File: src/rtl/sram_bridge_pkg.sv
// sram_bridge shared types.
// Channel state and owner encodings used by the bridge and its channels.
package sram_bridge_pkg;

    typedef enum logic [2:0] {
        ST_IDLE  = 3'd0,
        ST_READ  = 3'd1,
        ST_SETUP = 3'd2,
        ST_PULSE = 3'd3,
        ST_HOLD  = 3'd4,
        ST_DONE  = 3'd5
    } chan_state_t;

    typedef enum logic {
        OWN_INST = 1'b0,
        OWN_DATA = 1'b1
    } owner_t;

    localparam int CNT_W = 3;

    // True when port p owns a channel that is finishing its access.
    function automatic logic owns_done(chan_state_t s, owner_t o, owner_t p);
        return ((s == ST_DONE) || (s == ST_HOLD)) && (o == p);
    endfunction

endpackage

File: src/rtl/sram_bridge_if.sv
// CPU-side SRAM-style port bundle for sram_bridge.
// master = CPU, slave = bridge.
interface sram_bridge_if;

    logic        inst_sram_en;
    logic [31:0] inst_sram_addr;
    logic [31:0] inst_sram_rdata;
    logic        inst_stall;

    logic        data_sram_en;
    logic [3:0]  data_sram_wen;
    logic [31:0] data_sram_addr;
    logic [31:0] data_sram_wdata;
    logic [31:0] data_sram_rdata;
    logic        data_stall;

    modport master (
        output inst_sram_en, inst_sram_addr,
        output data_sram_en, data_sram_wen, data_sram_addr, data_sram_wdata,
        input  inst_sram_rdata, inst_stall,
        input  data_sram_rdata, data_stall
    );

    modport slave (
        input  inst_sram_en, inst_sram_addr,
        input  data_sram_en, data_sram_wen, data_sram_addr, data_sram_wdata,
        output inst_sram_rdata, inst_stall,
        output data_sram_rdata, data_stall
    );

endinterface

File: src/rtl/sram_bridge_chan_ctrl.sv
// One async-SRAM access channel: arbiter, wait counter, FSM, pin registers.
// Reads: IDLE-READ(W+1)-DONE. Writes: IDLE-SETUP-PULSE(W+1)-HOLD.
module sram_chan_ctrl
    import sram_bridge_pkg::*;
#(
    parameter int WAIT_CYCLES = 1,
    parameter int RAM_AW      = 20
) (
    input  logic              clk,
    input  logic              resetn,
    input  logic              req_inst,
    input  logic              req_data,
    input  logic [RAM_AW-1:0] inst_addr,
    input  logic [RAM_AW-1:0] data_addr,
    input  logic [3:0]        data_wen,
    input  logic [31:0]       data_wdata,
    output owner_t            owner,
    output logic              done_inst,
    output logic              done_data,
    output logic              rd_capture,
    output logic [RAM_AW-1:0] ram_addr,
    output logic [3:0]        ram_be_n,
    output logic              ram_ce_n,
    output logic              ram_oe_n,
    output logic              ram_we_n,
    output logic [31:0]       ram_wdata,
    output logic              ram_data_oe
);

    localparam logic [CNT_W-1:0] WAIT_LOAD = CNT_W'(WAIT_CYCLES);

    chan_state_t       state;
    owner_t            last_owner;
    logic [CNT_W-1:0]  cnt;

    owner_t            grant;
    logic              grant_any;
    logic [RAM_AW-1:0] grant_addr;
    logic [3:0]        grant_wen;

    // Round-robin pick between the two ports; the instruction port only reads.
    always_comb begin
        grant_any = req_inst | req_data;
        grant     = OWN_DATA;
        if (req_inst && req_data) begin
            grant = (last_owner == OWN_DATA) ? OWN_INST : OWN_DATA;
        end else if (req_inst) begin
            grant = OWN_INST;
        end
        grant_addr = (grant == OWN_INST) ? inst_addr : data_addr;
        grant_wen  = (grant == OWN_INST) ? 4'b0000 : data_wen;
    end

    assign done_inst  = owns_done(state, owner, OWN_INST);
    assign done_data  = owns_done(state, owner, OWN_DATA);
    assign rd_capture = (state == ST_READ) && (cnt == '0);

    // Access sequencer with registered RAM pin outputs.
    always_ff @(posedge clk or negedge resetn) begin
        if (!resetn) begin
            state       <= ST_IDLE;
            owner       <= OWN_INST;
            last_owner  <= OWN_DATA;
            cnt         <= '0;
            ram_addr    <= '0;
            ram_be_n    <= 4'b1111;
            ram_ce_n    <= 1'b1;
            ram_oe_n    <= 1'b1;
            ram_we_n    <= 1'b1;
            ram_wdata   <= '0;
            ram_data_oe <= 1'b0;
        end else begin
            unique case (state)
                ST_IDLE: begin
                    if (grant_any) begin
                        owner      <= grant;
                        last_owner <= grant;
                        ram_addr   <= grant_addr;
                        ram_ce_n   <= 1'b0;
                        cnt        <= WAIT_LOAD;
                        if (grant_wen != 4'b0000) begin
                            state       <= ST_SETUP;
                            ram_be_n    <= ~grant_wen;
                            ram_wdata   <= data_wdata;
                            ram_data_oe <= 1'b1;
                        end else begin
                            state    <= ST_READ;
                            ram_oe_n <= 1'b0;
                            ram_be_n <= 4'b0000;
                        end
                    end
                end
                ST_READ: begin
                    if (cnt == '0) begin
                        state    <= ST_DONE;
                        ram_ce_n <= 1'b1;
                        ram_oe_n <= 1'b1;
                        ram_be_n <= 4'b1111;
                    end else begin
                        cnt <= cnt - 1'b1;
                    end
                end
                ST_DONE: begin
                    state <= ST_IDLE;
                end
                ST_SETUP: begin
                    state    <= ST_PULSE;
                    ram_we_n <= 1'b0;
                end
                ST_PULSE: begin
                    if (cnt == '0) begin
                        state    <= ST_HOLD;
                        ram_we_n <= 1'b1;
                    end else begin
                        cnt <= cnt - 1'b1;
                    end
                end
                ST_HOLD: begin
                    state       <= ST_IDLE;
                    ram_ce_n    <= 1'b1;
                    ram_be_n    <= 4'b1111;
                    ram_data_oe <= 1'b0;
                end
                default: begin
                    state <= ST_IDLE;
                end
            endcase
        end
    end

endmodule

File: src/rtl/sram_bridge.sv
// CPU inst/data ports to BaseRAM/ExtRAM bridge.
// Target decode, stall combine and per-port read-data registers.
module sram_bridge
    import sram_bridge_pkg::*;
#(
    parameter int WAIT_CYCLES = 1,
    parameter int EXT_SEL_BIT = 22,
    parameter int RAM_AW      = 20
) (
    input  logic              clk,
    input  logic              resetn,
    sram_bridge_if.slave      bus,
    output logic [RAM_AW-1:0] base_ram_addr,
    output logic [3:0]        base_ram_be_n,
    output logic              base_ram_ce_n,
    output logic              base_ram_oe_n,
    output logic              base_ram_we_n,
    output logic [31:0]       base_ram_wdata,
    input  logic [31:0]       base_ram_rdata,
    output logic              base_ram_data_oe,
    output logic [RAM_AW-1:0] ext_ram_addr,
    output logic [3:0]        ext_ram_be_n,
    output logic              ext_ram_ce_n,
    output logic              ext_ram_oe_n,
    output logic              ext_ram_we_n,
    output logic [31:0]       ext_ram_wdata,
    input  logic [31:0]       ext_ram_rdata,
    output logic              ext_ram_data_oe
);

    logic              inst_to_ext;
    logic              data_to_ext;
    logic [RAM_AW-1:0] inst_word;
    logic [RAM_AW-1:0] data_word;

    logic   base_req_inst, base_req_data;
    logic   ext_req_inst, ext_req_data;
    owner_t base_owner, ext_owner;
    logic   base_done_inst, base_done_data, base_cap;
    logic   ext_done_inst, ext_done_data, ext_cap;

    logic [31:0] inst_rdata;
    logic [31:0] data_rdata;

    // Only the word-address and select bits matter; the rest is decoded upstream.
    logic unused_addr;
    assign unused_addr = ^{bus.inst_sram_addr, bus.data_sram_addr};

    assign inst_to_ext = bus.inst_sram_addr[EXT_SEL_BIT];
    assign data_to_ext = bus.data_sram_addr[EXT_SEL_BIT];
    assign inst_word   = bus.inst_sram_addr[RAM_AW+1:2];
    assign data_word   = bus.data_sram_addr[RAM_AW+1:2];

    assign base_req_inst = bus.inst_sram_en & ~inst_to_ext;
    assign base_req_data = bus.data_sram_en & ~data_to_ext;
    assign ext_req_inst  = bus.inst_sram_en & inst_to_ext;
    assign ext_req_data  = bus.data_sram_en & data_to_ext;

    sram_chan_ctrl #(
        .WAIT_CYCLES (WAIT_CYCLES),
        .RAM_AW      (RAM_AW)
    ) u_base (
        .clk         (clk),
        .resetn      (resetn),
        .req_inst    (base_req_inst),
        .req_data    (base_req_data),
        .inst_addr   (inst_word),
        .data_addr   (data_word),
        .data_wen    (bus.data_sram_wen),
        .data_wdata  (bus.data_sram_wdata),
        .owner       (base_owner),
        .done_inst   (base_done_inst),
        .done_data   (base_done_data),
        .rd_capture  (base_cap),
        .ram_addr    (base_ram_addr),
        .ram_be_n    (base_ram_be_n),
        .ram_ce_n    (base_ram_ce_n),
        .ram_oe_n    (base_ram_oe_n),
        .ram_we_n    (base_ram_we_n),
        .ram_wdata   (base_ram_wdata),
        .ram_data_oe (base_ram_data_oe)
    );

    sram_chan_ctrl #(
        .WAIT_CYCLES (WAIT_CYCLES),
        .RAM_AW      (RAM_AW)
    ) u_ext (
        .clk         (clk),
        .resetn      (resetn),
        .req_inst    (ext_req_inst),
        .req_data    (ext_req_data),
        .inst_addr   (inst_word),
        .data_addr   (data_word),
        .data_wen    (bus.data_sram_wen),
        .data_wdata  (bus.data_sram_wdata),
        .owner       (ext_owner),
        .done_inst   (ext_done_inst),
        .done_data   (ext_done_data),
        .rd_capture  (ext_cap),
        .ram_addr    (ext_ram_addr),
        .ram_be_n    (ext_ram_be_n),
        .ram_ce_n    (ext_ram_ce_n),
        .ram_oe_n    (ext_ram_oe_n),
        .ram_we_n    (ext_ram_we_n),
        .ram_wdata   (ext_ram_wdata),
        .ram_data_oe (ext_ram_data_oe)
    );

    assign bus.inst_stall = bus.inst_sram_en & ~(base_done_inst | ext_done_inst);
    assign bus.data_stall = bus.data_sram_en & ~(base_done_data | ext_done_data);

    assign bus.inst_sram_rdata = inst_rdata;
    assign bus.data_sram_rdata = data_rdata;

    // Capture read data on the last READ edge of whichever channel serves the port.
    always_ff @(posedge clk or negedge resetn) begin
        if (!resetn) begin
            inst_rdata <= '0;
            data_rdata <= '0;
        end else begin
            if (base_cap && (base_owner == OWN_INST)) begin
                inst_rdata <= base_ram_rdata;
            end else if (ext_cap && (ext_owner == OWN_INST)) begin
                inst_rdata <= ext_ram_rdata;
            end
            if (base_cap && (base_owner == OWN_DATA)) begin
                data_rdata <= base_ram_rdata;
            end else if (ext_cap && (ext_owner == OWN_DATA)) begin
                data_rdata <= ext_ram_rdata;
            end
        end
    end

endmodule

File: src/flat_wrapper.sv
// flat-port wrapper written by rule: the top's interface ports become plain ports
module sram_bridge_flat import sram_bridge_pkg::*;
#(
    parameter int WAIT_CYCLES = 1,
    parameter int EXT_SEL_BIT = 22,
    parameter int RAM_AW      = 20
)
  (clk, resetn, base_ram_addr, base_ram_be_n, base_ram_ce_n, base_ram_oe_n, base_ram_we_n, base_ram_wdata, base_ram_rdata, base_ram_data_oe, ext_ram_addr, ext_ram_be_n, ext_ram_ce_n, ext_ram_oe_n, ext_ram_we_n, ext_ram_wdata, ext_ram_rdata, ext_ram_data_oe, bus_inst_sram_en, bus_inst_sram_addr, bus_data_sram_en, bus_data_sram_wen, bus_data_sram_addr, bus_data_sram_wdata, bus_inst_sram_rdata, bus_inst_stall, bus_data_sram_rdata, bus_data_stall);
  sram_bridge_if bus_i ();
  input  logic clk;
  input  logic resetn;
  output logic [RAM_AW-1:0] base_ram_addr;
  output logic [3:0] base_ram_be_n;
  output logic base_ram_ce_n;
  output logic base_ram_oe_n;
  output logic base_ram_we_n;
  output logic [31:0] base_ram_wdata;
  input  logic [31:0] base_ram_rdata;
  output logic base_ram_data_oe;
  output logic [RAM_AW-1:0] ext_ram_addr;
  output logic [3:0] ext_ram_be_n;
  output logic ext_ram_ce_n;
  output logic ext_ram_oe_n;
  output logic ext_ram_we_n;
  output logic [31:0] ext_ram_wdata;
  input  logic [31:0] ext_ram_rdata;
  output logic ext_ram_data_oe;
  input wire logic [$bits(bus_i.inst_sram_en)-1:0] bus_inst_sram_en;
  input wire logic [$bits(bus_i.inst_sram_addr)-1:0] bus_inst_sram_addr;
  input wire logic [$bits(bus_i.data_sram_en)-1:0] bus_data_sram_en;
  input wire logic [$bits(bus_i.data_sram_wen)-1:0] bus_data_sram_wen;
  input wire logic [$bits(bus_i.data_sram_addr)-1:0] bus_data_sram_addr;
  input wire logic [$bits(bus_i.data_sram_wdata)-1:0] bus_data_sram_wdata;
  output wire logic [$bits(bus_i.inst_sram_rdata)-1:0] bus_inst_sram_rdata;
  output wire logic [$bits(bus_i.inst_stall)-1:0] bus_inst_stall;
  output wire logic [$bits(bus_i.data_sram_rdata)-1:0] bus_data_sram_rdata;
  output wire logic [$bits(bus_i.data_stall)-1:0] bus_data_stall;
  assign bus_i.inst_sram_en = bus_inst_sram_en;
  assign bus_i.inst_sram_addr = bus_inst_sram_addr;
  assign bus_i.data_sram_en = bus_data_sram_en;
  assign bus_i.data_sram_wen = bus_data_sram_wen;
  assign bus_i.data_sram_addr = bus_data_sram_addr;
  assign bus_i.data_sram_wdata = bus_data_sram_wdata;
  assign bus_inst_sram_rdata = bus_i.inst_sram_rdata;
  assign bus_inst_stall = bus_i.inst_stall;
  assign bus_data_sram_rdata = bus_i.data_sram_rdata;
  assign bus_data_stall = bus_i.data_stall;
  sram_bridge #(.WAIT_CYCLES(WAIT_CYCLES), .EXT_SEL_BIT(EXT_SEL_BIT), .RAM_AW(RAM_AW)) u_core (.clk(clk), .resetn(resetn), .bus(bus_i), .base_ram_addr(base_ram_addr), .base_ram_be_n(base_ram_be_n), .base_ram_ce_n(base_ram_ce_n), .base_ram_oe_n(base_ram_oe_n), .base_ram_we_n(base_ram_we_n), .base_ram_wdata(base_ram_wdata), .base_ram_rdata(base_ram_rdata), .base_ram_data_oe(base_ram_data_oe), .ext_ram_addr(ext_ram_addr), .ext_ram_be_n(ext_ram_be_n), .ext_ram_ce_n(ext_ram_ce_n), .ext_ram_oe_n(ext_ram_oe_n), .ext_ram_we_n(ext_ram_we_n), .ext_ram_wdata(ext_ram_wdata), .ext_ram_rdata(ext_ram_rdata), .ext_ram_data_oe(ext_ram_data_oe));
endmodule
File: config.mk
export PLATFORM = sky130hd
export DESIGN_NAME = sram_bridge_flat
export DESIGN_NICKNAME = d
export VERILOG_FILES = /design/src/rtl/sram_bridge_pkg.sv /design/src/rtl/sram_bridge_if.sv /design/src/rtl/sram_bridge_chan_ctrl.sv /design/src/rtl/sram_bridge.sv /design/src/flat_wrapper.sv
export SDC_FILE = /design/constraint.sdc
export NUM_CORES = 1
export LEC_CHECK = 0
export BUFFER_PORTS_ARGS = -buffer_cell sky130_fd_sc_hd__buf_2
export CORE_ASPECT_RATIO = 0.6
export CORE_UTILIZATION = 45
export DETAILED_ROUTE_END_ITERATION = 10
export PLACE_DENSITY_LB_ADDON = 0.08
export SLEW_MARGIN = 20
export SYNTH_ARGS = -nofsm -noshare
export SYNTH_HDL_FRONTEND = slang
export SYNTH_HIERARCHICAL = 1
export SYNTH_SLANG_ARGS = --single-unit
export TNS_END_PERCENT = 100
File: constraint.sdc
create_clock -name clk -period 2.32 [get_ports clk]
set_input_delay 0.116 -clock clk [delete_from_list [all_inputs] [get_ports clk]]
set_output_delay 0.116 -clock clk [all_outputs]
set_load 0.05 [all_outputs]
==> flow_summary.ini <==
[outcome]
status = finished, final reports clean

[sta]
hold_violations = 0
min_period_ps = 2184
slew_violations = 0
rsz0062_at_grt = no
finalSetupTns_ps = 0
min_period_over_period = 0.9412
worst_pin_slew_ps = 526.1
slew_headroom = 0.6493
max_freq_mhz = 458.0
fin_hold_ws_ps = 23.67
setup_viol = 0
clock_skew_ps = 7.847

[global_routing]
grt_util_all_layers = 0.2397
grt_start_max_net_pins = 70
grt_pass1_wl_mm = 39.85
grt_pass1_vias = 7443
antenna_found_initial = 0
gr-total-overflow = 0

[critical_path]
critPathLaunch = u_core/u_base/cnt[0]$_DFFE_PN0P_
worstPathArrival_ps = 2500
cp_max_fo = 10
reg2reg_to = u_core/bus.inst_sram_rdata[30]$_DFFE_PN0P_
required_ps = 2630
cp-end-kind = register
worstSetupPathType = reg2reg
ff2ff_path_depth = 10
start_kind = register
reg2reg_slack_ps = 140
crit_end = u_core/bus.inst_sram_rdata[30]$_DFFE_PN0P_
rr_startpoint = u_core/u_base/cnt[0]$_DFFE_PN0P_

[logic_synthesis]
synthCells = 718
synthMuxAreaShare = 0.2771
avgSynthCellArea_um2 = 12.93
async_reset_ff_frac = 1.000
synth-edff-count = 0
synth.area.top_cells = dfrtp_1, mux2_4, mux2i_1
ys_top_cells_by_count = dfrtp_1, mux2_4, mux2i_1
synth.distinct_cells = 34
synthSimpleGateAreaFrac = 0.07128
synth_top_cell_area_share = 0.4959
synth_xor_area_frac = 0
ys_seq_area_frac = 0.5412
yosysTopAreaCell = dfrtp_1
synth_flop_cell = dfrtp_1
synthAdderAreaFrac = 0.005390
synth_compound_area_frac = 0.07142
ys_warn_count = 6
synth_top_family_by_area = multiplexers
yosys_register_bits = 200
syn_area_mm2 = 0.009285
synth_fp_nets = 890
yosysMostFrequentCell = dfrtp_1

[die]
core_area_mm2 = 0.02012
start_util = 0.4615
die_h_um = 113.3
die_area_mm2 = 0.02123
rows = 40
die_w_um = 187.4
ios = 354

[route]
drc = 0
wl_met1_mm = 11.65
wl_met3_mm = 1.521
top_layer = met4
post_drt_wl_per_cell_um = 16.78
firstDrtPassIters = 4
routed_via_density = 4.904
vias = 7297
wl_met2_mm = 11.28
drt_iter0_drc = 341
ant_nets = 0
drt-total-wl_mm = 24.97

[clock_tree]
clkLatencyLatePin_ps = 430
clock_tree.root_cell = clkbuf_16
htree_num_levels = 4
clock_sinks = 200
cts_tree = built
clk_pin_slew_ps = 70
clock_path_buffers = 2
cts_made_buffers = 17

[placed_design]
dp.cells = 1307
port_buffers = 331
dp_hpwl_mm = 16.40
gp_congestion = 0.7488
placed_cell_area_mm2 = 0.01137

[layout]
diodes = 0
final_nets = 1374
finalInstanceArea_mm2 = 0.01349
syn2layout_area_growth_pct = 45.29
layout-drive-gt1-share = 0.4535
instances_no_fill = 1488
fillerInstances = 1548

[power]
power.static_leakage_uw = 0.007008
p_total_uw = 21860
ir_worst_vdd_mv = 1.102
power.density_mw_per_mm2 = 1621

[flow_run]
max-cap-violations = 0

[min_path]
hold_path_class = in2reg
how the worst min path moves through the flow:
stage,end,startpoint,cells past startpoint
after floorplan,u_core/bus.data_sram_rdata[0]$_DFFE_PN0P_,resetn,0
final,u_core/bus.data_sram_rdata[0]$_DFFE_PN0P_,base_ram_rdata[0],3
after global placement,u_core/u_ext/ram_wdata[15]$_DFFE_PN0P_,resetn,1
after detailed placement,u_core/u_ext/ram_wdata[15]$_DFFE_PN0P_,resetn,1
after global routing,u_core/bus.data_sram_rdata[21]$_DFFE_PN0P_,ext_ram_rdata[21],3
after CTS,u_core/u_ext/ram_addr[14]$_DFFE_PN0P_,bus_data_sram_addr[16],3
placed cells by master, fill, tap and decap left out, drive strengths merged, types with 5 or more instances in the layout:
cell type / synthesis / routed
dfrtp: 184 / 184
nand2: 39 / 39
a21oi: 46 / 46
dlygate4sd3: 0 / 146
nand2b: 10 / 10
o21a: 8 / 8
clkbuf: 16 / 23
nor2b: 8 / 8
mux2: 128 / 128
inv: 12 / 13
mux2i: 74 / 74
o21ai: 46 / 46
dfstp: 16 / 16
buf: 28 / 361
nor2: 60 / 60
clkinv: 0 / 5
cells by family after synthesis:
kind of cell,count (synthesis)
AO/OA/AOI/OAI,117
adder cells (fa/ha/maj),4
buffers and inverters,56
flip-flops,200
multiplexers,202
AND/OR/NAND/NOR,139
timing repair:
item / CTS / global route
endpoints found under the hold margin: 188 / 0
gates resized for setup: 0 / 5
hold buffers: 146 / 0
setup endpoints to repair: 0 / 15
setup buffers: 0 / 2
critical path: stages (launching register included):
cell           delay, ps
dfrtp_1              390
inv_1                 70
ha_1                 140
ha_1                 170
nand2_2               90
nor2_4               130
nand2b_2             140
buf_4                220
nor2_1               110
a21oi_1               40
dlygate4sd3_1        570
power by group:
part           total [µW]  internal, µW  switching, µW
Combinational       12500          3880           8650
Clock                3070          1760           1310
Sequential           6260          5330            930
Total               21900         11000          10900
metrics by stage:
stage | util | setup WS (ps)
finish | 0.6705 | 136.4
global route | 0.6705 | 7.699
CTS | 0.6678 | 20.80
detailed placement | 0.5650 | 127.5
global placement | 0.5650 | 178.9
floorplan | - | 269.8
state kept, by name, indices dropped and copies added, names as in the netlist, 4 cells and up:
name	flops
u_core/bus.data_sram_rdata	32
u_core/u_base/ram_wdata	32
u_core/u_base/ram_be_n	4
u_core/bus.inst_sram_rdata	32
u_core/u_ext/ram_be_n	4
u_core/u_base/ram_addr	20
u_core/u_ext/ram_addr	20
u_core/u_ext/ram_wdata	32
per-layer routing:
| metal | global-route usage | vias to the layer above |
|---|---|---|
| met1 | 0.3188 | 3523 |
| met5 | 0 | - |
| met4 | 0.07859 | 0 |
| met3 | 0.06576 | 42 |
| met2 | 0.3819 | 232 |
| li1 | - | 3500 |
layout make-up:
class | count | area [µm²] | share of cell area
well taps | 273 | 341.6 | 0.02532
clock inverters | 11 | 146.4 | 0.01085
inverters | 12 | 45.04 | 0.003339
flip-flops and latches | 200 | 5025 | 0.3725
repair buffers | 509 | 3497 | 0.2592
clock buffers | 21 | 460.4 | 0.03413
multi-input cells | 462 | 3975 | 0.2947
No activity file was read; power rests on OpenSTA's default activity.
